### src/rtl/select_pkg.sv
// Shared types and sizing helpers for the pipelined minimum-energy selector.
package select_pkg;

  typedef logic signed [1:0] sym_t;

  function automatic int idx_w(input int n);
    return (n <= 1) ? 1 : $clog2(n);
  endfunction

  function automatic int tree_levels(input int n);
    return (n <= 1) ? 0 : $clog2(n);
  endfunction

  function automatic int sel_latency(input int l, input int r);
    return (l == 0) ? 1 : 1 + (l - 1) / r;
  endfunction

  // All-ones energy of width w, so a pad can only tie a real state.
  function automatic logic [63:0] pad_energy(input int w);
    return {64{1'b1}} >> (64 - w);
  endfunction

endpackage

### src/rtl/select_node.sv
// Two-input compare: strictly smaller energy wins, ties go to lower index.
module select_node
  import select_pkg::*;
#(
  parameter int EW      = 16,
  parameter int H_DEPTH = 4,
  parameter int IDX_W   = 3
) (
  input  logic [EW-1:0]           a_energy,
  input  logic [H_DEPTH-1:0][1:0] a_history,
  input  logic [IDX_W-1:0]        a_index,
  input  logic [EW-1:0]           b_energy,
  input  logic [H_DEPTH-1:0][1:0] b_history,
  input  logic [IDX_W-1:0]        b_index,
  output logic [EW-1:0]           y_energy,
  output logic [H_DEPTH-1:0][1:0] y_history,
  output logic [IDX_W-1:0]        y_index
);

  logic take_b;

  assign take_b = (b_energy < a_energy) ||
                  ((b_energy == a_energy) && (b_index < a_index));

  assign y_energy  = take_b ? b_energy  : a_energy;
  assign y_history = take_b ? b_history : a_history;
  assign y_index   = take_b ? b_index   : a_index;

endmodule

### src/rtl/pipelined_select_unit.sv
// Pipelined N-way minimum-energy selector with padding, hold and valid chain.
module pipelined_select_unit
  import select_pkg::*;
#(
  parameter  int N_S       = 8,
  parameter  int H_DEPTH   = 4,
  parameter  int B_WIDTH   = 8,
  parameter  int REG_EVERY = 1,
  localparam int IDX_W     = idx_w(N_S)
) (
  input  logic                                clk,
  input  logic                                rst,
  input  logic                                hold,
  input  logic                                in_valid,
  input  logic [N_S-1:0][2*B_WIDTH-1:0]       state_energies,
  input  logic [N_S-1:0][H_DEPTH-1:0][1:0]    state_histories,
  output logic                                out_valid,
  output logic [2*B_WIDTH-1:0]                best_state_energy,
  output logic [H_DEPTH-1:0][1:0]             best_state_history,
  output logic [IDX_W-1:0]                    best_state_index
);

  localparam int EW = 2 * B_WIDTH;
  localparam int L  = tree_levels(N_S);
  localparam int NP = 1 << L;

  typedef logic [EW-1:0]      energy_t;
  typedef sym_t [H_DEPTH-1:0] hist_t;
  typedef logic [IDX_W-1:0]   index_t;

  localparam energy_t PAD_E = energy_t'(pad_energy(EW));

  energy_t lv_e [0:L][0:NP-1];
  hist_t   lv_h [0:L][0:NP-1];
  index_t  lv_i [0:L][0:NP-1];
  logic    lv_v [0:L];

  assign lv_v[0] = in_valid;

  for (genvar j = 0; j < NP; j++) begin : g_pad
    if (j < N_S) begin : g_real
      assign lv_e[0][j] = state_energies[j];
      assign lv_h[0][j] = state_histories[j];
    end else begin : g_fill
      assign lv_e[0][j] = PAD_E;
      assign lv_h[0][j] = '0;
    end
    assign lv_i[0][j] = index_t'(j);
  end

  for (genvar k = 1; k <= L; k++) begin : g_lvl
    localparam int W = NP >> k;

    energy_t c_e [W];
    hist_t   c_h [W];
    index_t  c_i [W];

    for (genvar j = 0; j < W; j++) begin : g_node
      select_node #(
        .EW      (EW),
        .H_DEPTH (H_DEPTH),
        .IDX_W   (IDX_W)
      ) u_node (
        .a_energy  (lv_e[k-1][2*j]),
        .a_history (lv_h[k-1][2*j]),
        .a_index   (lv_i[k-1][2*j]),
        .b_energy  (lv_e[k-1][2*j+1]),
        .b_history (lv_h[k-1][2*j+1]),
        .b_index   (lv_i[k-1][2*j+1]),
        .y_energy  (c_e[j]),
        .y_history (c_h[j]),
        .y_index   (c_i[j])
      );
    end

    if (k < L && (k % REG_EVERY) == 0) begin : g_reg
      energy_t r_e [W];
      hist_t   r_h [W];
      index_t  r_i [W];
      logic    r_v;

      always_ff @(posedge clk or posedge rst) begin
        if (rst) begin
          r_v <= 1'b0;
        end else if (!hold) begin
          r_v <= lv_v[k-1];
        end
      end

      always_ff @(posedge clk or posedge rst) begin
        if (rst) begin
          for (int j = 0; j < W; j++) begin
            r_e[j] <= '0;
            r_h[j] <= '0;
            r_i[j] <= '0;
          end
        end else if (lv_v[k-1] && !hold) begin
          r_e <= c_e;
          r_h <= c_h;
          r_i <= c_i;
        end
      end

      assign lv_v[k] = r_v;
      for (genvar j = 0; j < W; j++) begin : g_out
        assign lv_e[k][j] = r_e[j];
        assign lv_h[k][j] = r_h[j];
        assign lv_i[k][j] = r_i[j];
      end
    end else begin : g_comb
      assign lv_v[k] = lv_v[k-1];
      for (genvar j = 0; j < W; j++) begin : g_out
        assign lv_e[k][j] = c_e[j];
        assign lv_h[k][j] = c_h[j];
        assign lv_i[k][j] = c_i[j];
      end
    end

    // Upper slots of a narrowed level carry nothing.
    for (genvar j = W; j < NP; j++) begin : g_zero
      assign lv_e[k][j] = '0;
      assign lv_h[k][j] = '0;
      assign lv_i[k][j] = '0;
    end
  end

  always_ff @(posedge clk or posedge rst) begin
    if (rst) begin
      out_valid          <= 1'b0;
      best_state_energy  <= '0;
      best_state_history <= '0;
      best_state_index   <= '0;
    end else if (!hold) begin
      out_valid <= lv_v[L];
      if (lv_v[L]) begin
        best_state_energy  <= lv_e[L][0];
        best_state_history <= lv_h[L][0];
        best_state_index   <= lv_i[L][0];
      end
    end
  end

endmodule

### config.mk
export PLATFORM = sky130hd
export DESIGN_NAME = pipelined_select_unit
export DESIGN_NICKNAME = d
export VERILOG_FILES = /design/src/rtl/select_pkg.sv /design/src/rtl/select_node.sv /design/src/rtl/pipelined_select_unit.sv
export SDC_FILE = /design/constraint.sdc
export NUM_CORES = 1
export LEC_CHECK = 0
export ABC_AREA = 1
export CORE_MARGIN = 2
export CORE_UTILIZATION = 40
export CTS_BUF_LIST = sky130_fd_sc_hd__clkbuf_4 sky130_fd_sc_hd__clkbuf_8
export DETAILED_ROUTE_END_ITERATION = 10
export GPL_TIMING_DRIVEN = 0
export PLACE_DENSITY_LB_ADDON = 0.05
export SYNTH_ARGS = -nofsm -noshare
export SYNTH_HDL_FRONTEND = slang
export SYNTH_SLANG_ARGS = --single-unit
export TNS_END_PERCENT = 1
### constraint.sdc
create_clock -name clk -period 6.1 [get_ports clk]
set_input_delay 1.22 -clock clk [delete_from_list [all_inputs] [get_ports clk]]
set_output_delay 1.22 -clock clk [all_outputs]
set_load 0.03 [all_outputs]
# After elaboration in Yosys (flattened, before gate mapping)
# Cells that the tools add are included.
# totals
regBits	192
out_inout_bits	28
# classes
order_cmp	10
eq_ne	3
n_mux	21
bitwise	1
reduce_logical	10
# ops
cell	count
16-bit less-than comparator	7
16-bit 2-to-1 mux	7
8-bit 2-to-1 mux	7
16-bit == test	3
3-bit less-than comparator	3
3-bit 2-to-1 mux	3
1-bit logical AND	5
1-bit 2-to-1 mux	4
1-bit logical OR	3
2-bit AND reduction	1
1-bit zero test	1
1-bit inverter	1

# Logic depth before layout (Yosys ltp)
# logic_depth
depth_word	4
ltp_mapped	16

# Hierarchy
# Synthesis repeated with hierarchy kept, for this count alone.
# hier_totals
cells_unflattened	2001
area_unflattened_um2	13948.4
# by_module_without_submodules
module	n_inst	cells_per_inst	area_per_inst_um2	seq_area_each_um2
pipelined_select_unit	1	832	7598.5	4804.6
select_node	7	167	907.1	0.0

# Worst setup path before layout
# OpenSTA, ideal clock, no wires.
# synth_path
path_type	input to register
start	input port state_energies[69] in the netlist's numbering
end	register g_lvl[1].g_reg.r_e[25] in the netlist's numbering
setup_time_ps	66
arrival_time_ps	2500
slack_ps	3534
cell_stages	12
path_cell_list	inv_1 -> ha_1 -> a21oi_1 -> nor2_1 -> nor3_1 -> nand2_1 -> nand2_1 -> nand2_2 -> buf_2 -> nand2_1 -> nand3_1 -> nand2_1
# synth_between
elab_chain_cells	2
# synth_rtl
element	line_no	source
from (decl)	pipelined_select_unit.sv:15	input logic [N_S-1:0][2*B_WIDTH-1:0] state_energies,
16-bit less-than comparator	select_node.sv:22	assign take_b = (b_energy < a_energy) ||
16-bit 2-to-1 mux	select_node.sv:25	assign y_energy = take_b ? b_energy : a_energy;
to (signal, indexed assignment)	pipelined_select_unit.sv:93	r_e[j] <= '0;
to (signal assigned)	pipelined_select_unit.sv:98	r_e <= c_e;
to (decl)	pipelined_select_unit.sv:77	energy_t r_e [W];
# Every way passes these cells.
# A chain may end at the register's enable or synchronous reset.

# Worst setup path after layout
# layout_path
start	input port state_energies[111] in the netlist's numbering
end	register g_lvl[1].g_reg.r_e[14] in the netlist's numbering
# The elaborated chain is that of the path after synthesis.

==> flow_summary.toml <==
[die]
io_pins = 224
coreArea_sq_mm = 0.0314
die_h_um = 182
die_w_um = 182
dieArea_sq_mm = 0.0332
initial_core_util_pct = 40.5
placementRows = 65

[route]
drt_iter0_markers = 781
vias = 11900
drtPass1Iterations = 5
drt-wirelength-per-cell_um = 14.3
ant_nets = 0
viasPerCell = 4.69
wl_met3_um = 1520
drc_errors = 0
wirelength_um = 36300
wl_met1_um = 18500
wl_met2_um = 15900
top_layer_used = "met4"

[power_and_ir_drop]
irDropWorstVdd_v = 0.000148
clkPwrFrac_pct = 18.5
p_sw_mw = 2.02
switching_share_pct = 41.3
leakagePower_nw = 9.13
power_density_mw_per_mm2 = 306
p_comb_share_pct = 45.0
internal-power_mw = 2.88
pwr-share-seq_pct = 36.5

[worst_setup_path]
timing.rr.end = "g_lvl[2].g_reg.r_e[10]$_DFFE_PP0P_"
start_kind = "input port"
critPathKind = "in2reg"
worstSetupStartpoint = "state_energies[111]"
crit_arrival_ns = 3.38
crit_path_end_kind = "flop"
r2r_cells = 11
cp_max_fo = 10
r2r_start = "g_lvl[1].g_reg.r_e[25]$_DFFE_PP0P_"
cp.required_ns = 6.46
reg2reg_slack_ns = 3.96
endpoint = "g_lvl[1].g_reg.r_e[14]$_DFFE_PP0P_"

[yosys]
netlist_area_sq_mm = 0.0127
synth_cell_types = 33
yosysMostFrequentCell = "nand2_1"
synth_top_area_share_pct = 36.2
synth.avg_cell_area_sq_um = 6.80
ys.flop_type = "dfrtp_1"
synth_commonest_cells = "nand2_1, inv_1, nand3_1, dfrtp_1, ha_1"
synth_edf_count = 0
synth.net_count = 2175
async_reset_ff_share_pct = 100
ys_warn_count = 0
ys_ff_latch = 184
netlist_top_cells_area = "dfrtp_1, nand2_1, nand3_1"
seq_area_frac_synth_pct = 36.2
synth_top_area_cell = "dfrtp_1"
syn_inst = 1870

[place]
hpwl_um = 30200
dp.cells = 2500
gp_congestion = 0.891
postPlaceCellArea_sq_mm = 0.0156
portBuffers = 223

[timing]
fmax_mhz = 332
finalHoldViolations = 0
fin_skew_ns = 0.0169
worst_pin_slew_ns = 0.737
timing.final.crit_share_pct = 49.4
slew_violations = 0
fin_tns_setup_ns = 0
fin_crit_ns = 3.02
setup_violations = 0
holdWs_ns = 0.485
rsz0062_at_grt = "false"
max_slew_margin_pct = 50.9

[clocking]
clkLatencyLatePin_ns = 0.47
post_cts_buffers = 0
h-tree-depth = 4
clkSinkCount = 184
numCtsBuffers = 17
cts_buffer_depth = 2
cts_hold_buf = 0
tritoncts = "done"
cts-root-buf = "clkbuf_8"
cts.repair.resized = 0
clk_pin_slew_worst_paths_ns = 0.10

[final_layout]
design_area_sq_mm = 0.0160
fin_util_pct = 50.9
seq_area_sq_mm = 0.00460
antenna_cells = 0
fill_cells = 3254
multiInputGateArea_sq_mm = 0.00625
drive_above_1_share_pct = 5.45
syn2layout_area_growth_pct = 25.7
finalNonFillerCells = 2532
fin_nets = 2422

[global_route]
first_global_vias = 11800
grt_overflow = 0
track_usage_pct = 22.7
grt_pass1_wl_um = 59900
grt_max_degree = 44
antenna_found_initial = 0

[status]
status = "finished clean"

[run]
maxCapViolations = 0

[worst_hold_path]
min_path_type = "reg2reg"
worst min path at each step:
stage                                               endpoint  cells past startpoint  slack [ns]                                from
final                      best_state_history[5]$_DFFE_PP0P_                      2        0.48   best_state_history[5]$_DFFE_PP0P_
after global routing      g_lvl[2].g_reg.r_e[31]$_DFFE_PP0P_                      2        0.50  g_lvl[2].g_reg.r_e[31]$_DFFE_PP0P_
after CTS                 g_lvl[1].g_reg.r_e[54]$_DFFE_PP0P_                      2        0.49  g_lvl[1].g_reg.r_e[54]$_DFFE_PP0P_
after detailed placement   g_lvl[1].g_reg.r_h[4]$_DFFE_PP0P_                      2        0.47   g_lvl[1].g_reg.r_h[4]$_DFFE_PP0P_
after global placement      best_state_energy[9]$_DFFE_PP0P_                      2        0.46    best_state_energy[9]$_DFFE_PP0P_
after floorplan           g_lvl[2].g_reg.r_e[17]$_DFFE_PP0P_                      2        0.45  g_lvl[2].g_reg.r_e[17]$_DFFE_PP0P_
cell families (layout without fill, tap and decap cells):
| family | Yosys count | after routing | share of synthesized area (%) |
|---|---|---|---|
| AND/OR/NAND/NOR | 1042 | 1042 | 35.5 |
| buffers and inverters | 465 | 725 | 14.6 |
| flip-flops | 184 | 184 | 36.2 |
| adder cells (fa/ha/maj) | 109 | 109 | 10.7 |
| AO/OA/AOI/OAI | 70 | 70 | 2.91 |
power groups by stage:
stage	Clock (mW)	Combinational (mW)	Sequential, mW
finish	0.906	2.20	1.79
global route	0.973	2.54	1.84
CTS	0.926	2.22	1.79
detailed placement	0	2.21	1.81
global placement	0	2.16	1.81
floorplan	0	1.39	1.88
state kept, by name, indices dropped and copies added, names as in the netlist:
signal              flops
best_state_history      8
g_lvl.g_reg.r_h        48
out_valid               1
g_lvl.g_reg.r_v         2
best_state_index        3
best_state_energy      16
g_lvl.g_reg.r_e        96
g_lvl.g_reg.r_i        10
cells in the final DEF (no fill, tap or decap), drive strengths merged:
cell type and n:
clkinv 4, clkinvlp 2, clkbuf 44, buf 60
a31oi 1, a21oi 43, nor2 26, nand4 8
o21a 2, ha 109, o31ai 1, o22ai 1
dfrtp 184, nand3 353, bufinv 3, nor4 2
o21ai 18, nor3 7, inv 389, a21o 1
o21bai 3, nand2 646, clkdlybuf4s50 223
layer usage:
metal / track usage, % / up-vias
met5: 0 / -
met4: 4.68 / 0
met3: 2.97 / 26
met2: 36.1 / 247
met1: 32.9 / 5327
li1: - / 6266
layout make-up:
type	count	area share, %
Multi-Input combinational cell	1221	39.1
Sequential cell	184	28.8
Timing Repair Buffer	228	14.6
Inverter	387	9.11
Tap cell	402	3.15
Buffer	78	2.54
Clock buffer	21	1.73
Clock inverter	11	0.986
metrics by stage:
stage                     power [mW]  worst slack [ns]
final                           4.90              3.08
after global routing            5.35              2.90
after CTS                       4.94              3.11
after detailed placement        4.02              2.61
after global placement          3.97              1.02
after floorplan                 3.27              2.52
worst max-delay path, cell delays in order:
cell and delay [ns]:
clkdlybuf4s50_1 0.45, inv_1 0.05, ha_1 0.29, nand2_1 0.05, inv_1 0.06, nand3_1 0.14
a31oi_1 0.34, nor2_2 0.14, nand2_2 0.15, buf_2 0.25, nand2_1 0.08, nand3_1 0.09
nand2_1 0.05
Note: power is estimated with default switching activity, not from simulation.
